File: src/rtl/exu_ctrl_queue.sv
// exu_ctrl_queue
//   Execute-to-writeback control stage. Holds up to DEPTH EXU results with
//   their control bits in a small FIFO. Both sides use valid/ready
//   handshakes. Conditional branches are resolved at the queue head.
//   o_jump is raised toward IFU/WBU on a trap, an unconditional jump or a
//   taken branch.
//
// Parameters
//   XLEN     data / PC width
//   ALU_T_W  alu_t width. Branch codes have the MSB set and the middle bits
//            clear, so ALU_T_W must be at least 4.
//   DEPTH    FIFO entries (1..8). DEPTH=1 accepts at most every other cycle.
//
// Ports
//   i_clock, i_reset (async, active low), i_flush (sync, clears all entries)
//   upstream  : i_valid / o_ready, i_alu_t, i_cmp, i_zero, i_result_t,
//               i_reg_wen, i_csr_wen, i_jump, i_trap, i_result, i_upc
//   downstream: o_valid / i_ready, o_upc, o_result, o_result_t, o_reg_wen,
//               o_csr_wen, o_branch, o_jump (all zero while o_valid=0)
//
// Optional feature (macro EXU_CTRL_PERF_EN)
//   Adds o_perf_br and o_perf_taken. These are 32-bit wrapping counters of
//   popped branch ops and popped taken branches. Only reset clears them;
//   flush does not.

module exu_ctrl_queue #(
  parameter int XLEN    = 32,
  parameter int ALU_T_W = 4,
  parameter int DEPTH   = 2
) (
  input  logic               i_clock,
  input  logic               i_reset,
  input  logic               i_flush,
  // upstream
  input  logic               i_valid,
  output logic               o_ready,
  input  logic [ALU_T_W-1:0] i_alu_t,
  input  logic               i_cmp,
  input  logic               i_zero,
  input  logic               i_result_t,
  input  logic               i_reg_wen,
  input  logic               i_csr_wen,
  input  logic               i_jump,
  input  logic               i_trap,
  input  logic [XLEN-1:0]    i_result,
  input  logic [XLEN-1:0]    i_upc,
  // downstream
  output logic               o_valid,
  input  logic               i_ready,
  output logic [XLEN-1:0]    o_upc,
  output logic [XLEN-1:0]    o_result,
  output logic               o_result_t,
  output logic               o_reg_wen,
  output logic               o_csr_wen,
  output logic               o_branch,
  output logic               o_jump
`ifdef EXU_CTRL_PERF_EN
  ,
  output logic [31:0]        o_perf_br,
  output logic [31:0]        o_perf_taken
`endif
);

  localparam int CNT_W = $clog2(DEPTH + 1);
  localparam int PTR_W = (DEPTH > 1) ? $clog2(DEPTH) : 1;

  // Branch encodings: MSB set, low three bits select the condition.
  localparam logic [ALU_T_W-1:0] BR_MSB  = {1'b1, {(ALU_T_W-1){1'b0}}};
  localparam logic [ALU_T_W-1:0] BR_BEQ  = BR_MSB | ALU_T_W'(3'b000);
  localparam logic [ALU_T_W-1:0] BR_BNE  = BR_MSB | ALU_T_W'(3'b001);
  localparam logic [ALU_T_W-1:0] BR_BLT  = BR_MSB | ALU_T_W'(3'b100);
  localparam logic [ALU_T_W-1:0] BR_BGE  = BR_MSB | ALU_T_W'(3'b101);
  localparam logic [ALU_T_W-1:0] BR_BLTU = BR_MSB | ALU_T_W'(3'b110);
  localparam logic [ALU_T_W-1:0] BR_BGEU = BR_MSB | ALU_T_W'(3'b111);

  typedef struct packed {
    logic [XLEN-1:0]    upc;
    logic [XLEN-1:0]    result;
    logic [ALU_T_W-1:0] alu_t;
    logic               cmp;
    logic               zero;
    logic               result_t;
    logic               reg_wen;
    logic               csr_wen;
    logic               jump;
    logic               trap;
  } entry_t;

  entry_t           mem [DEPTH];
  entry_t           head;
  entry_t           wr_entry;
  logic [PTR_W-1:0] rd_ptr, wr_ptr;
  logic [CNT_W-1:0] count;
  logic             push, pop;
  logic             br_taken;

  function automatic logic [PTR_W-1:0] ptr_inc(input logic [PTR_W-1:0] p);
    // Wraps modulo DEPTH. DEPTH need not be a power of two.
    if (p == PTR_W'(DEPTH - 1)) ptr_inc = '0;
    else                        ptr_inc = p + 1'b1;
  endfunction

  // o_ready depends on registered count only. A full queue refuses a push
  // even when the head pops in the same cycle.
  assign o_ready = (count != CNT_W'(DEPTH));
  assign o_valid = (count != '0);
  assign push    = i_valid & o_ready;
  assign pop     = o_valid & i_ready;

  always_ff @(posedge i_clock or negedge i_reset) begin
    if (!i_reset) begin
      rd_ptr <= '0;
      wr_ptr <= '0;
      count  <= '0;
    end else if (i_flush) begin
      // A pop handshake can still be seen downstream this cycle. Its
      // pointer update and any push are dropped.
      rd_ptr <= '0;
      wr_ptr <= '0;
      count  <= '0;
    end else begin
      if (push) wr_ptr <= ptr_inc(wr_ptr);
      if (pop)  rd_ptr <= ptr_inc(rd_ptr);
      case ({push, pop})
        2'b10:   count <= count + 1'b1;
        2'b01:   count <= count - 1'b1;
        default: count <= count;
      endcase
    end
  end

  always_comb begin
    wr_entry          = '0;
    wr_entry.upc      = i_upc;
    wr_entry.result   = i_result;
    wr_entry.alu_t    = i_alu_t;
    wr_entry.cmp      = i_cmp;
    wr_entry.zero     = i_zero;
    wr_entry.result_t = i_result_t;
    wr_entry.reg_wen  = i_reg_wen;
    wr_entry.csr_wen  = i_csr_wen;
    wr_entry.jump     = i_jump;
    wr_entry.trap     = i_trap;
  end

  // Payload storage is not reset. All outputs are gated by o_valid, so
  // stale or uninitialised entries are never visible.
  always_ff @(posedge i_clock) begin
    if (push && !i_flush) mem[wr_ptr] <= wr_entry;
  end

  assign head = mem[rd_ptr];

  always_comb begin
    br_taken = 1'b0;
    case (head.alu_t)
      BR_BEQ:           br_taken = head.zero;
      BR_BNE:           br_taken = ~head.zero;
      BR_BLT, BR_BLTU:  br_taken = head.cmp;
      BR_BGE, BR_BGEU:  br_taken = ~head.cmp;
      default:          br_taken = 1'b0;
    endcase
  end

  assign o_upc      = o_valid ? head.upc    : '0;
  assign o_result   = o_valid ? head.result : '0;
  assign o_result_t = o_valid & head.result_t;
  assign o_reg_wen  = o_valid & head.reg_wen;
  assign o_csr_wen  = o_valid & head.csr_wen;
  assign o_branch   = o_valid & br_taken;
  assign o_jump     = o_valid & (head.trap | head.jump | br_taken);

`ifdef EXU_CTRL_PERF_EN
  logic head_is_br;

  always_comb begin
    head_is_br = 1'b0;
    case (head.alu_t)
      BR_BEQ, BR_BNE, BR_BLT, BR_BGE, BR_BLTU, BR_BGEU: head_is_br = 1'b1;
      default:                                          head_is_br = 1'b0;
    endcase
  end

  // Pops are counted even during a flush, because downstream still sees
  // that handshake.
  always_ff @(posedge i_clock or negedge i_reset) begin
    if (!i_reset) begin
      o_perf_br    <= '0;
      o_perf_taken <= '0;
    end else begin
      if (pop && head_is_br) o_perf_br    <= o_perf_br + 32'd1;
      if (pop && o_branch)   o_perf_taken <= o_perf_taken + 32'd1;
    end
  end
`endif

endmodule

File: config.mk
export PLATFORM = sky130hd
export DESIGN_NAME = exu_ctrl_queue
export DESIGN_NICKNAME = d
export VERILOG_FILES = /design/src/rtl/exu_ctrl_queue.sv
export SDC_FILE = /design/constraint.sdc
export NUM_CORES = 1
export LEC_CHECK = 0
export ABC_AREA = 1
export CORE_UTILIZATION = 47
export CTS_CLUSTER_SIZE = 40
export DETAILED_ROUTE_END_ITERATION = 16
export GPL_TIMING_DRIVEN = 0
export PLACE_DENSITY_LB_ADDON = 0.2
export SYNTH_ARGS = -nofsm -noshare
export SYNTH_HDL_FRONTEND = slang
export SYNTH_SLANG_ARGS = --single-unit
export TNS_END_PERCENT = 1
File: constraint.sdc
create_clock -name i_clock -period 5 [get_ports i_clock]
set_input_delay 1 -clock i_clock [delete_from_list [all_inputs] [get_ports i_clock]]
set_output_delay 1 -clock i_clock [all_outputs]
set_load 0.02 [all_outputs]
==> reports/metrics.cfg <==
[place]
place_hpwl_um=8035
routabilityCongestion=0.7821
io_buffers=150

[worst_setup_path]
crit_fanout=10
worst_setup_path_start_kind=register
cpMaxStageDelayCell=clkdlybuf4s50_1
crit_start=rd_ptr
r2r_cells=7
r2r_slack_ns=3.12
worst-path-buf-inv=3
crit_path_max_incr_delay_ns=0.67
crit_top_cell=buf_2
worstSetupPathType=reg2out
path_cells=buf_2 > buf_2 > nand2_1 > a21oi_1 > clkdlybuf4s50_1
timing.rr.end=mem[0][69]
critPathCaptureType=primary output
crit_required_ns=4.00
crit_arrival_ns=2.36
r2r_start=count[0]
crit_family=buffers and inverters

[cts]
cts_resized=0
clkLatencyLatePin_ns=0.41
cts_buffers=17
clkTransAtPathRegs_ns=0.06
cts_root_buf=clkbuf_16
cts_num_sinks=154
ctsHoldBuffers=0
cts_setup_buffers=0
h-tree-depth=4
clockBufferDepth=2
cts_tree=built

[power]
power.leakage_nw=3.014
peakVddDrop_mv=0.2465
power.internal_mw=2.829
p_per_area_mw_per_mm2=473.5
pwr-share-clk_pct=35.2
comb_power_share_pct=25.7
seq_power_share_pct=39.0
power.total_mw=3.944
swShare_pct=28.26
p_switching_mw=1.115

[cells_and_area]
final_common_cell=nand2_1
fin_util_pct=68.77
multi_input_area_mm2=0.001111
n_fill_cell=900
areaGrowthSynthToFinish_pct=41.82
drive_above_1_share_pct=9.718
fin_nets=705
mostFrequentLayoutCells=168 x nand2_1, 150 x clkdlybuf4s50_1, 150 x edfxtp_1, 69 x a21oi_1, 18 x buf_2
num_antenna_cells=0
regArea_mm2=0.004604

[run]
drv_cap=0

[yosys]
synth-seq-cells=154
synth_cell_types=20
ys_seq_area_share_pct=78.40
syn_inst=452
synth_warnings=0
avgSynthCellArea_um2=12.99
yosysTopAreaCellShare_pct=76.69
synth_fp_nets=532
synth_area_mm2=0.005873
yosysTopAreaCell=edfxtp_1
synth_area_leaders=edfxtp_1 77%, nand2_1 11%, a21oi_1 5.9%

[sta]
max-slew-margin-rel_pct=57.29
period_share_pct=67.17
period_needed_ns=3.359
finalHoldViolations=0
worst_pin_slew_ns=0.6391
timing.fmax_mhz=297.7
rsz0062_at_grt=no
maxSlewViolCount=0
setup_viol=0
skew_ns=0.006293
timing.hold.ws_ns=0.5777
fin_tns_setup_ns=0

[detailed_routing]
drt_pass1_iterations=4
wl_per_cell_um=15.18
drt_wl_total_um=12240
viasPerCell=4.851
drc_errors=0
drtIter0Drc=222
via_count=3910
ant_nets=0

[die]
die-area_mm2=0.01295
core_area_mm2=0.01211
initial_core_util_pct=48.49
rows=40
dieWidth_um=113.8
die_h_um=113.8
ioPinCount=151

[worst_hold_path]
min_path_cells=1
min_to=wr_ptr
hold_start=wr_ptr
min_path_type=reg2reg

[run_status]
outcome=complete, no violations

[grt]
grt.overflow.total=0
grt_pass1_vias=4044
grt_max_degree=34
grt_pass1_wl_um=19510
grt_usage_pct=20.09
antenna_found_initial=0

-- synth_stat cells --
library cell	number
xnor2_1	1
inv_2	3
edfxtp_1	150
buf_1	3
buf_4	1
dfrtp_1	4
inv_1	13
o21ai_0	2
a21boi_0	1
nand3_1	4
nand2_1	168
a21oi_1	69
clkbuf_1	1
nor2_1	8
o31ai_1	1
nor2_2	1
buf_2	18
o22ai_1	1
nand2_2	2
nor2_4	1
-- state kept, by name (all words and copies together), names as in the netlist --
name,cells
rd_ptr,1
mem,150
wr_ptr,1
count,2
-- how the worst max path moves through the flow --
stage,end,slack (ns),cells past startpoint
4_1_cts,o_upc[17],1.61,6
5_1_grt,o_jump,1.48,9
2_1_floorplan,mem[0][0],0.16,4
6_report,o_upc[6],1.64,5
3_3_place_gp,mem[0][22],-2.02,5
3_5_place_dp,o_upc[10],2.08,6
-- layer usage --
| metal | vias up | GRT usage [%] | routed length, µm |
|---|---|---|---|
| met1 | 1846 | 24.02 | 5081 |
| met4 | 0 | 8.918 | 192 |
| met5 | - | 0 | 0 |
| li1 | 1920 | - | - |
| met2 | 124 | 34.15 | 6201 |
| met3 | 20 | 5.579 | 759 |
-- metrics by stage --
step                      std cells  worst slack (ns)  instance area [µm²]
after floorplan                 452            0.1631                 5873
after CTS                       806             1.612                 8329
after global routing            806             1.478                 8329
final                           806             1.641                 8329
after global placement          770            -2.017                 7585
after detailed placement        774             2.077                 7680
-- area by class of cell --
cell class / instances / area share [%]
Clock inverter: 14 / 2.644
Inverter: 16 / 0.7210
Clock buffer: 18 / 5.152
Tap cell: 168 / 2.524
Timing Repair Buffer: 154 / 18.99
Buffer: 23 / 1.352
Sequential cell: 154 / 55.28
Multi-Input combinational cell: 259 / 13.34
-- power by group through the flow --
| stage | clock network [mW] | logic (mW) | registers, mW |
|---|---|---|---|
| CTS | 1.41 | 1.03 | 1.54 |
| floorplan | 0 | 0.526 | 1.57 |
| detailed placement | 0 | 1.02 | 1.57 |
| global placement | 0 | 0.991 | 1.58 |
| finish | 1.39 | 1.01 | 1.54 |
| global route | 1.46 | 1.10 | 1.55 |
-- cell families (layout without fill, tap and decap cells) --
group | count (synthesis) | after routing | share of synthesized area (%)
flops | 154 | 154 | 78.40
compound gates | 74 | 74 | 6.413
xor+xnor | 1 | 1 | 0.1492
buf+inv | 39 | 225 | 2.940
simple gates | 184 | 184 | 12.10
-- worst reg2reg max path: cells and delay by family (launching register included) --
family | cells | cell delay, ns
buffers and inverters | 3 | 0.45
DFF | 1 | 0.45
and+or+nand+nor | 4 | 0.65
(Power assumes the default switching activity.)
